[src/rtl/button_debouncer.sv]
// button_debouncer: turns a raw, bouncing push-button level into a clean
// debounced level plus single-cycle press pulses (with optional auto-repeat).
//
// Output handshake: btn_pulse is a one-cycle strobe with no ready/backpressure.
// The consumer runs on the same clk and must count every cycle in which
// btn_pulse is high; a pulse is never held waiting for acceptance.
//
// The FSM state is kept in state_q (type state_e) so checkers and benches can
// observe it by hierarchical reference without widening the port list.
module button_debouncer #(
  parameter int STABLE_CYCLES = 250000,
  parameter int REPEAT_DELAY  = 0,
  parameter int REPEAT_PERIOD = 1
) (
  input  logic clk,
  input  logic rst,
  input  logic btn_in,
  output logic btn_level,
  output logic btn_pulse
);

  localparam int CNT_W  = (STABLE_CYCLES > 1) ? $clog2(STABLE_CYCLES) : 1;
  localparam int R_MAX  = (REPEAT_DELAY > REPEAT_PERIOD) ? REPEAT_DELAY : REPEAT_PERIOD;
  localparam int RCNT_W = (R_MAX > 1) ? $clog2(R_MAX) : 1;

  localparam logic [CNT_W-1:0]  CNT_LAST    = CNT_W'(STABLE_CYCLES - 1);
  // DELAY_LAST is only used when auto-repeat is enabled (REPEAT_DELAY > 0).
  localparam logic [RCNT_W-1:0] DELAY_LAST  = RCNT_W'(REPEAT_DELAY - 1);
  localparam logic [RCNT_W-1:0] PERIOD_LAST = RCNT_W'(REPEAT_PERIOD - 1);
  localparam bit                REPEAT_EN   = (REPEAT_DELAY > 0);

  typedef enum logic [1:0] {
    IDLE         = 2'd0,
    PRESS_WAIT   = 2'd1,
    PRESSED      = 2'd2,
    RELEASE_WAIT = 2'd3
  } state_e;

  logic              s1_q, s1_d;
  logic              s2_q, s2_d;
  state_e            state_q, state_d;
  logic [CNT_W-1:0]  cnt_q, cnt_d;
  logic [RCNT_W-1:0] rcnt_q, rcnt_d;
  // rep_q: 0 while waiting out the initial repeat delay, 1 once in the periodic phase
  logic              rep_q, rep_d;
  logic              level_q, level_d;
  logic              pulse_q, pulse_d;

  // Two-flop synchronizer input path; only s2 is used downstream.
  always_comb begin
    s1_d = btn_in;
    s2_d = s1_q;
  end

  // All state registers with synchronous active-high reset.
  always_ff @(posedge clk) begin
    if (rst) begin
      s1_q    <= 1'b0;
      s2_q    <= 1'b0;
      state_q <= IDLE;
      cnt_q   <= '0;
      rcnt_q  <= '0;
      rep_q   <= 1'b0;
      level_q <= 1'b0;
      pulse_q <= 1'b0;
    end else begin
      s1_q    <= s1_d;
      s2_q    <= s2_d;
      state_q <= state_d;
      cnt_q   <= cnt_d;
      rcnt_q  <= rcnt_d;
      rep_q   <= rep_d;
      level_q <= level_d;
      pulse_q <= pulse_d;
    end
  end

  // Debounce FSM: next state, counters, debounced level and press/repeat pulse.
  always_comb begin
    state_d = state_q;
    cnt_d   = cnt_q;
    rcnt_d  = rcnt_q;
    rep_d   = rep_q;
    level_d = level_q;
    pulse_d = 1'b0;
    case (state_q)
      IDLE: begin
        if (s2_q) begin
          state_d = PRESS_WAIT;
          cnt_d   = '0;
        end
      end
      PRESS_WAIT: begin
        if (!s2_q) begin
          state_d = IDLE;
        end else if (cnt_q == CNT_LAST) begin
          state_d = PRESSED;
          level_d = 1'b1;
          pulse_d = 1'b1;
          rcnt_d  = '0;
          rep_d   = 1'b0;
        end else begin
          cnt_d = cnt_q + 1'b1;
        end
      end
      PRESSED: begin
        if (!s2_q) begin
          state_d = RELEASE_WAIT;
          cnt_d   = '0;
        end else if (REPEAT_EN) begin
          if (!rep_q) begin
            // first repeat lands REPEAT_DELAY cycles after entering PRESSED
            if (rcnt_q == DELAY_LAST) begin
              pulse_d = 1'b1;
              rep_d   = 1'b1;
              rcnt_d  = '0;
            end else begin
              rcnt_d = rcnt_q + 1'b1;
            end
          end else begin
            // later repeats every REPEAT_PERIOD cycles
            if (rcnt_q == PERIOD_LAST) begin
              pulse_d = 1'b1;
              rcnt_d  = '0;
            end else begin
              rcnt_d = rcnt_q + 1'b1;
            end
          end
        end
      end
      RELEASE_WAIT: begin
        if (s2_q) begin
          // release glitch: back to held, repeat delay restarts, no new press pulse
          state_d = PRESSED;
          rcnt_d  = '0;
          rep_d   = 1'b0;
        end else if (cnt_q == CNT_LAST) begin
          state_d = IDLE;
          level_d = 1'b0;
        end else begin
          cnt_d = cnt_q + 1'b1;
        end
      end
      default: begin
        state_d = IDLE;
      end
    endcase
  end

  assign btn_level = level_q;
  assign btn_pulse = pulse_q;

endmodule
[config.mk]
export PLATFORM = sky130hd
export DESIGN_NAME = button_debouncer
export DESIGN_NICKNAME = d
export VERILOG_FILES = /design/src/rtl/button_debouncer.sv
export SDC_FILE = /design/constraint.sdc
export NUM_CORES = 1
export LEC_CHECK = 0
export BUFFER_PORTS_ARGS = -buffer_cell sky130_fd_sc_hd__buf_4
export CAP_MARGIN = 5
export CORE_ASPECT_RATIO = 0.8
export CORE_UTILIZATION = 45
export DETAILED_ROUTE_END_ITERATION = 16
export GPL_TIMING_DRIVEN = 0
export PLACE_DENSITY_LB_ADDON = 0.08
export SLEW_MARGIN = 20
export SYNTH_ARGS = -nofsm -noshare
export SYNTH_HDL_FRONTEND = slang
export SYNTH_SLANG_ARGS = --single-unit
[constraint.sdc]
create_clock -name clk -period 3.3 [get_ports clk]
set_input_delay 0.66 -clock clk [delete_from_list [all_inputs] [get_ports clk]]
set_output_delay 0.66 -clock clk [all_outputs]
set_load 0.01 [all_outputs]
==> results of run 1 <==
sequential cells by signal, summed over array words and instances (netlist names), named ones only:
register   cells
btn_level      1
btn_pulse      1
cnt_q         18
s1_q           1
s2_q           1
state_q        1
kinds of logic after synthesis:
| family | count (synthesis) | synth area share |
|---|---|---|
| AO/OA/AOI/OAI | 40 | 0.1818 |
| AND/OR/NAND/NOR | 74 | 0.3559 |
| buffers and inverters | 11 | 0.06770 |
| adder cells (fa/ha/maj) | 1 | 0.009670 |
| flip-flops | 24 | 0.3714 |
| XOR/XNOR | 2 | 0.01354 |
worst min-delay path by stage:
| stage | endpoint | slack (ps) | depth (start not counted) |
|---|---|---|---|
| 6_report | s2_q$_SDFF_PP0_ | 460 | 1 |
| 5_1_grt | s2_q$_SDFF_PP0_ | 470 | 1 |
| 4_1_cts | s2_q$_SDFF_PP0_ | 460 | 1 |
| 3_5_place_dp | s2_q$_SDFF_PP0_ | 430 | 1 |
| 3_3_place_gp | s2_q$_SDFF_PP0_ | 420 | 1 |
| 2_1_floorplan | s2_q$_SDFF_PP0_ | 410 | 1 |
layout make-up:
type | count | area [sq um]
buffer | 10 | 83.83
clock buffer | 4 | 36.28
fill | 276 | 1336
inverter | 1 | 3.754
multi-input combinational | 117 | 725.7
sequential | 24 | 480.5
tap | 38 | 47.55
timing repair buffer | 4 | 30.03
power by group through the flow:
stage                     Clock [mW]  Combinational [mW]  Sequential, mW
after floorplan                    0              0.0224           0.303
after global placement             0              0.0347           0.302
after detailed placement           0              0.0353           0.303
after CTS                      0.166              0.0355           0.296
after global routing           0.177              0.0384           0.297
final                          0.163              0.0351           0.296
cells in the mapped netlist, types with 2 or more instances:
| library cell | number | area [sq um] |
|---|---|---|
| a21oi_1 | 14 | 70.07 |
| a31oi_1 | 3 | 18.77 |
| and3_2 | 2 | 15.01 |
| clkbuf_1 | 2 | 7.510 |
| clkbuf_2 | 2 | 10.01 |
| clkbuf_8 | 2 | 27.53 |
| dfxtp_1 | 24 | 480.5 |
| nand2_1 | 14 | 52.55 |
| nand2b_1 | 7 | 43.79 |
| nand3_1 | 7 | 35.03 |
| nand4_1 | 3 | 18.77 |
| nor2_1 | 7 | 26.28 |
| nor2b_1 | 2 | 12.51 |
| nor3_1 | 2 | 10.01 |
| o211ai_1 | 2 | 15.01 |
| o21ai_0 | 10 | 50.05 |
| o21ai_1 | 3 | 15.01 |
| or2_2 | 3 | 18.77 |
| or3_2 | 2 | 15.01 |
| or4_1 | 11 | 82.58 |
| xor2_1 | 2 | 17.52 |
metal layers:
layer	global-route usage	wire, um
met1	0.3032	1451
met2	0.3280	1308
met3	0.05774	95
met4	0.04074	18
met5	0	0
critical path, delay by kind of cell (launching register included):
family | cells | cell delay, ps
buffers and inverters | 2 | 430
AND/OR/NAND/NOR | 3 | 950
AO/OA/AOI/OAI | 2 | 410
flip-flops | 1 | 390
==> results.toml, run 1 <==
[route]
totalWireLength_mm = 2.873
dr.pass1.iters = 5
num_vias = 1141
drc_errors = 0
wl_per_cell_um = 14.51
vias_per_cell = 5.763
postRouteAntennaNets = 0
first_iter_violations = 76

[clocking]
worstSkewPairLatency_ps = 320
numCtsBuffers = 3
clock_sinks = 24
cts_tree = "built"
cts_buffer_depth = 2
cts_root_buf = "clkbuf_4"
cts_setup_buffers = 0
clk_pin_slew_worst_paths_ps = 140
ctsHoldBuffers = 0
htree_levels = 1
post_cts_resized = 0

[setup_path]
end_kind = "register"
critPathMaxFanout = 10
r2r-start = "cnt_q[8]$_SDFFE_PP0P_"
rr_worst_depth = 7
critPathArrivalTime_ps = 2510
crit_chain = "or4_1 -> or3_1 -> buf_2 -> o211ai_1 -> clkbuf_2 -> nor2_1 -> o21ba_1"
critPathMaxStageDelay_ps = 530
r2r_slack_ps = 1030
cp_data_required_time_ps = 3530
worst-setup-path-type = "register to register"
slowest_stage = "or4_1"
endpoint = "cnt_q[0]$_SDFFE_PP0P_"
worstSetupStartpoint = "cnt_q[8]$_SDFFE_PP0P_"
worstReg2RegEnd = "cnt_q[0]$_SDFFE_PP0P_"
startpoint_type = "register"

[power_and_ir_drop]
p_seq_frac = 0.600
intPower_uw = 377.8
p_leak_nw = 0.4822
p_sw_frac = 0.2352
power_density_nw_per_um2 = 350.9
combPwrFrac = 0.071
power_frac_clock = 0.329
total_power_uw = 494.0
peakVddDrop_v = 0.0001940
p_sw_uw = 116.2

[synthesis]
ys_seq_elements = 24
syn_nets = 156
avgSynthCellArea_sq_um = 8.511
synth_seq_area_share = 0.3714
yosysUniqueCellTypes = 49
postSynthCellCount = 152
synth_top_flop_cell = "dfxtp_1"
syn_area_sq_um = 1294
yosysWarnings = 0
async_reset_ff_frac = 0
synth_edf_count = 0

[floorplanning]
fp.dieW_um = 61.95
fp.dieH_um = 49.96
num_io_pins = 5
num_rows = 17
fp.coreArea_sq_um = 2744
initial_core_util = 0.4715
dieArea_sq_um = 3095

[placed_design]
numPortBuffers = 4
place_area_sq_um = 1371
hpwl_mm = 2.005
place_congestion = 0.7874
dp_cells = 194
dp_slack_ps = 1049

[timing]
fin_crit_ps = 2272
fmax_ghz = 0.4402
setup_slack_ps = 1028
worst_pin_slew_ps = 476.4
hold_violations = 0
fin_crit_sh = 0.6884
tns_ps = 0
whs_ps = 456.5
slew_violations = 0
clock_skew_ps = 3.455
rsz0062_at_grt = "false"
max-slew-margin-rel = 0.6813
setup_violations = 0

[global_routing]
grt_pass1_wl_mm = 4.926
antenna_found_initial = 0
overflow = 0
grt_max_degree = 14
globalRouteTotalUtil = 0.2155
first_global_vias = 1075

[layout]
final_util = 0.5130
area_growth_syn_to_layout_pct = 8.801
fin_cells = 198
stdcell_area_sq_um = 1408
antenna_cells = 0
fin_nets = 165
layout_common_cells = "dfxtp_1, nand2_1, a21oi_1, or4_1, o21ai_0"
final_common_cell = "dfxtp_1"
drive_gt1_frac = 0.2000

[run]
cap_viol_max_count = 0

[hold_path]
hp-class = "register to register"
min-delay-start = "s1_q$_SDFF_PP0_"

[outcome]
status = "completed"
Note: power is estimated with default switching activity, not from simulation.
==> run 2, diff against run 1 <==
- clock period: 3.3 -> 2.2 ns (I/O delays scaled with it)
==> run 2 against run 1 <==
Compared with the run above: worst setup slack worse by 990 ps; sequential share of layout area is 1.7 points lower; via count is 4.9% higher; maximum frequency is 5.0% higher.
==> results.toml, run 2 (synthesis results as in run 1) <==
[power_and_ir_drop]
p_seq_frac = 0.597
power_frac_clock = 0.321
p_sw_frac = 0.2304
power_density_nw_per_um2 = 494.9
peakVddDrop_v = 0.0002913
p_sw_uw = 170.9
combPwrFrac = 0.082
p_leak_nw = 0.5273
intPower_uw = 571.0

[floorplanning]
num_io_pins = 5
fp.coreArea_sq_um = 2744
num_rows = 17
initial_core_util = 0.4715
fp.dieH_um = 49.96
fp.dieW_um = 61.95
dieArea_sq_um = 3095

[hold_path]
hp-class = "primary input to register"
min_to = "s1_q$_SDFF_PP0_"
holdPathStages = 2
min-delay-start = "btn_in"

[clocking]
worstSkewPairLatency_ps = 320
clk_pin_slew_worst_paths_ps = 130
ctsHoldBuffers = 0
cts_root_buf = "clkbuf_4"
numCtsBuffers = 3
htree_levels = 1
cts_buffer_depth = 2
clock_sinks = 24
cts_tree = "built"

[outcome]
status = "completed"

[layout]
regMostFlops = "cnt_q"
fin_nets = 172
fin_cells = 205
area_growth_syn_to_layout_pct = 15.86
fill_cells = 270
largest_reg_flops = 18
antenna_cells = 0
final_common_cell = "dfxtp_1"
ff_latch_area_sq_um = 485.5
layout_common_cells = "dfxtp_1, nand2_1, a21oi_1, or4_1, o21ai_0"
drive_gt1_frac = 0.2515
multiInputGateArea_sq_um = 738.2
stdcell_area_sq_um = 1499

[timing]
hold_violations = 0
fin_crit_sh = 0.9830
clock_skew_ps = 3.625
fmax_ghz = 0.4624
slew_violations = 0
worst_pin_slew_ps = 541.0
setup_violations = 0
rsz0062_at_grt = "true"
max-slew-margin-rel = 0.6381
fin_crit_ps = 2163

[setup_path]
r2r_slack_ps = 40
cp_data_required_time_ps = 2450
critPathMaxFanout = 7
crit_chain = "and4_4 -> nand4_4 -> or4_4 -> or4_1 -> a31oi_1"
critical-path-top-delay-family = "simple AND/OR/NAND/NOR gates"
startpoint_type = "register"
slowest_stage = "or4_4"
crit_buf_inv = 0
worst-setup-path-type = "register to register"
critPathArrivalTime_ps = 2410
end_kind = "register"
worstReg2RegEnd = "cnt_q[17]$_SDFFE_PP0P_"
critPathMaxStageDelay_ps = 590
rr_worst_depth = 5
r2r-start = "cnt_q[3]$_SDFFE_PP0P_"

[route]
dr.pass1.iters = 4
totalWireLength_mm = 3.143
drc_errors = 0
vias_per_cell = 5.839
first_iter_violations = 114
num_vias = 1197
wl_per_cell_um = 15.33
postRouteAntennaNets = 0

[placed_design]
numPortBuffers = 4
hpwl_mm = 2.005
place_congestion = 0.7874
dp_cells = 194
place_area_sq_um = 1371

[global_routing]
antenna_found_initial = 0
globalRouteTotalUtil = 0.2224
overflow = 0
first_global_vias = 1082
grt_max_degree = 14
grt_pass1_wl_mm = 5.050

[run]
cap_viol_max_count = 0
-- run 2: cell types whose count changed in the layout (fill, tap and decap cells not counted), sizes merged --
cell,delta
buf,+5
clkbuf,+2
-- run 2: metal layers --
metal  GRT usage  vias to the layer above  part of all wire  wire [um]
li1            -                      592                 -          -
met1      0.3226                      588              0.51       1600
met2      0.3298                       13              0.45       1425
met3     0.05774                        4             0.027         84
met4     0.04074                        0             0.010         33
met5           0                        -                 0          0
-- run 2: how the worst max path moves through the flow --
stage | endpoint | cells past startpoint | startpoint | slack [ps]
floorplan | cnt_q[0]$_SDFFE_PP0P_ | 7 | cnt_q[8]$_SDFFE_PP0P_ | 190
global placement | cnt_q[0]$_SDFFE_PP0P_ | 7 | cnt_q[8]$_SDFFE_PP0P_ | -30
detailed placement | cnt_q[0]$_SDFFE_PP0P_ | 7 | cnt_q[8]$_SDFFE_PP0P_ | -50
CTS | cnt_q[9]$_SDFFE_PP0P_ | 7 | cnt_q[0]$_SDFFE_PP0P_ | 20
global route | cnt_q[9]$_SDFFE_PP0P_ | 7 | cnt_q[0]$_SDFFE_PP0P_ | -60
finish | cnt_q[17]$_SDFFE_PP0P_ | 5 | cnt_q[3]$_SDFFE_PP0P_ | 40
-- run 2: power by group through the flow --
stage          Sequential [mW]  Combinational (mW)  Clock, mW
3_3_place_gp             0.453              0.0521          0
4_1_cts                  0.443              0.0542      0.249
5_1_grt                  0.444              0.0661      0.268
2_1_floorplan            0.455              0.0336          0
3_5_place_dp             0.454              0.0530          0
6_report                 0.443              0.0611      0.238
-- run 2: through the flow --
stage / hold WS, ps / setup WS (ps) / total power, mW / utilization / setup TNS (ps)
5_1_grt: 340.4 / -59.69 / 0.7778 / 0.5463 / -147.9
4_1_cts: 324.6 / 16.92 / 0.7464 / 0.5276 / 0
6_report: 329.1 / 37.34 / 0.7419 / 0.5463 / 0
3_5_place_dp: 432.4 / -50.52 / 0.5068 / 0.4998 / -305.4
3_3_place_gp: 416.8 / -29.50 / 0.5054 / 0.4998 / -161.0
2_1_floorplan: 413.8 / 193.7 / 0.4883 / - / 0
-- run 2: area by class of cell --
| class | count | share of cell area |
|---|---|---|
| timing repair buffer | 11 | 0.06344 |
| sequential | 24 | 0.3239 |
| tap | 38 | 0.03172 |
| inverter | 1 | 0.002504 |
| clock buffer | 4 | 0.02421 |
| multi-input combinational | 117 | 0.4925 |
| buffer | 10 | 0.06177 |
-- run 2: timing repair --
item                                   4_1_cts  5_1_grt
setup endpoints to repair                   14        9
endpoints found under the hold margin        0        0
resized for setup                            6        2
buffers inserted                             2        2
cloned                                       1        2
pin swaps                                    2        3
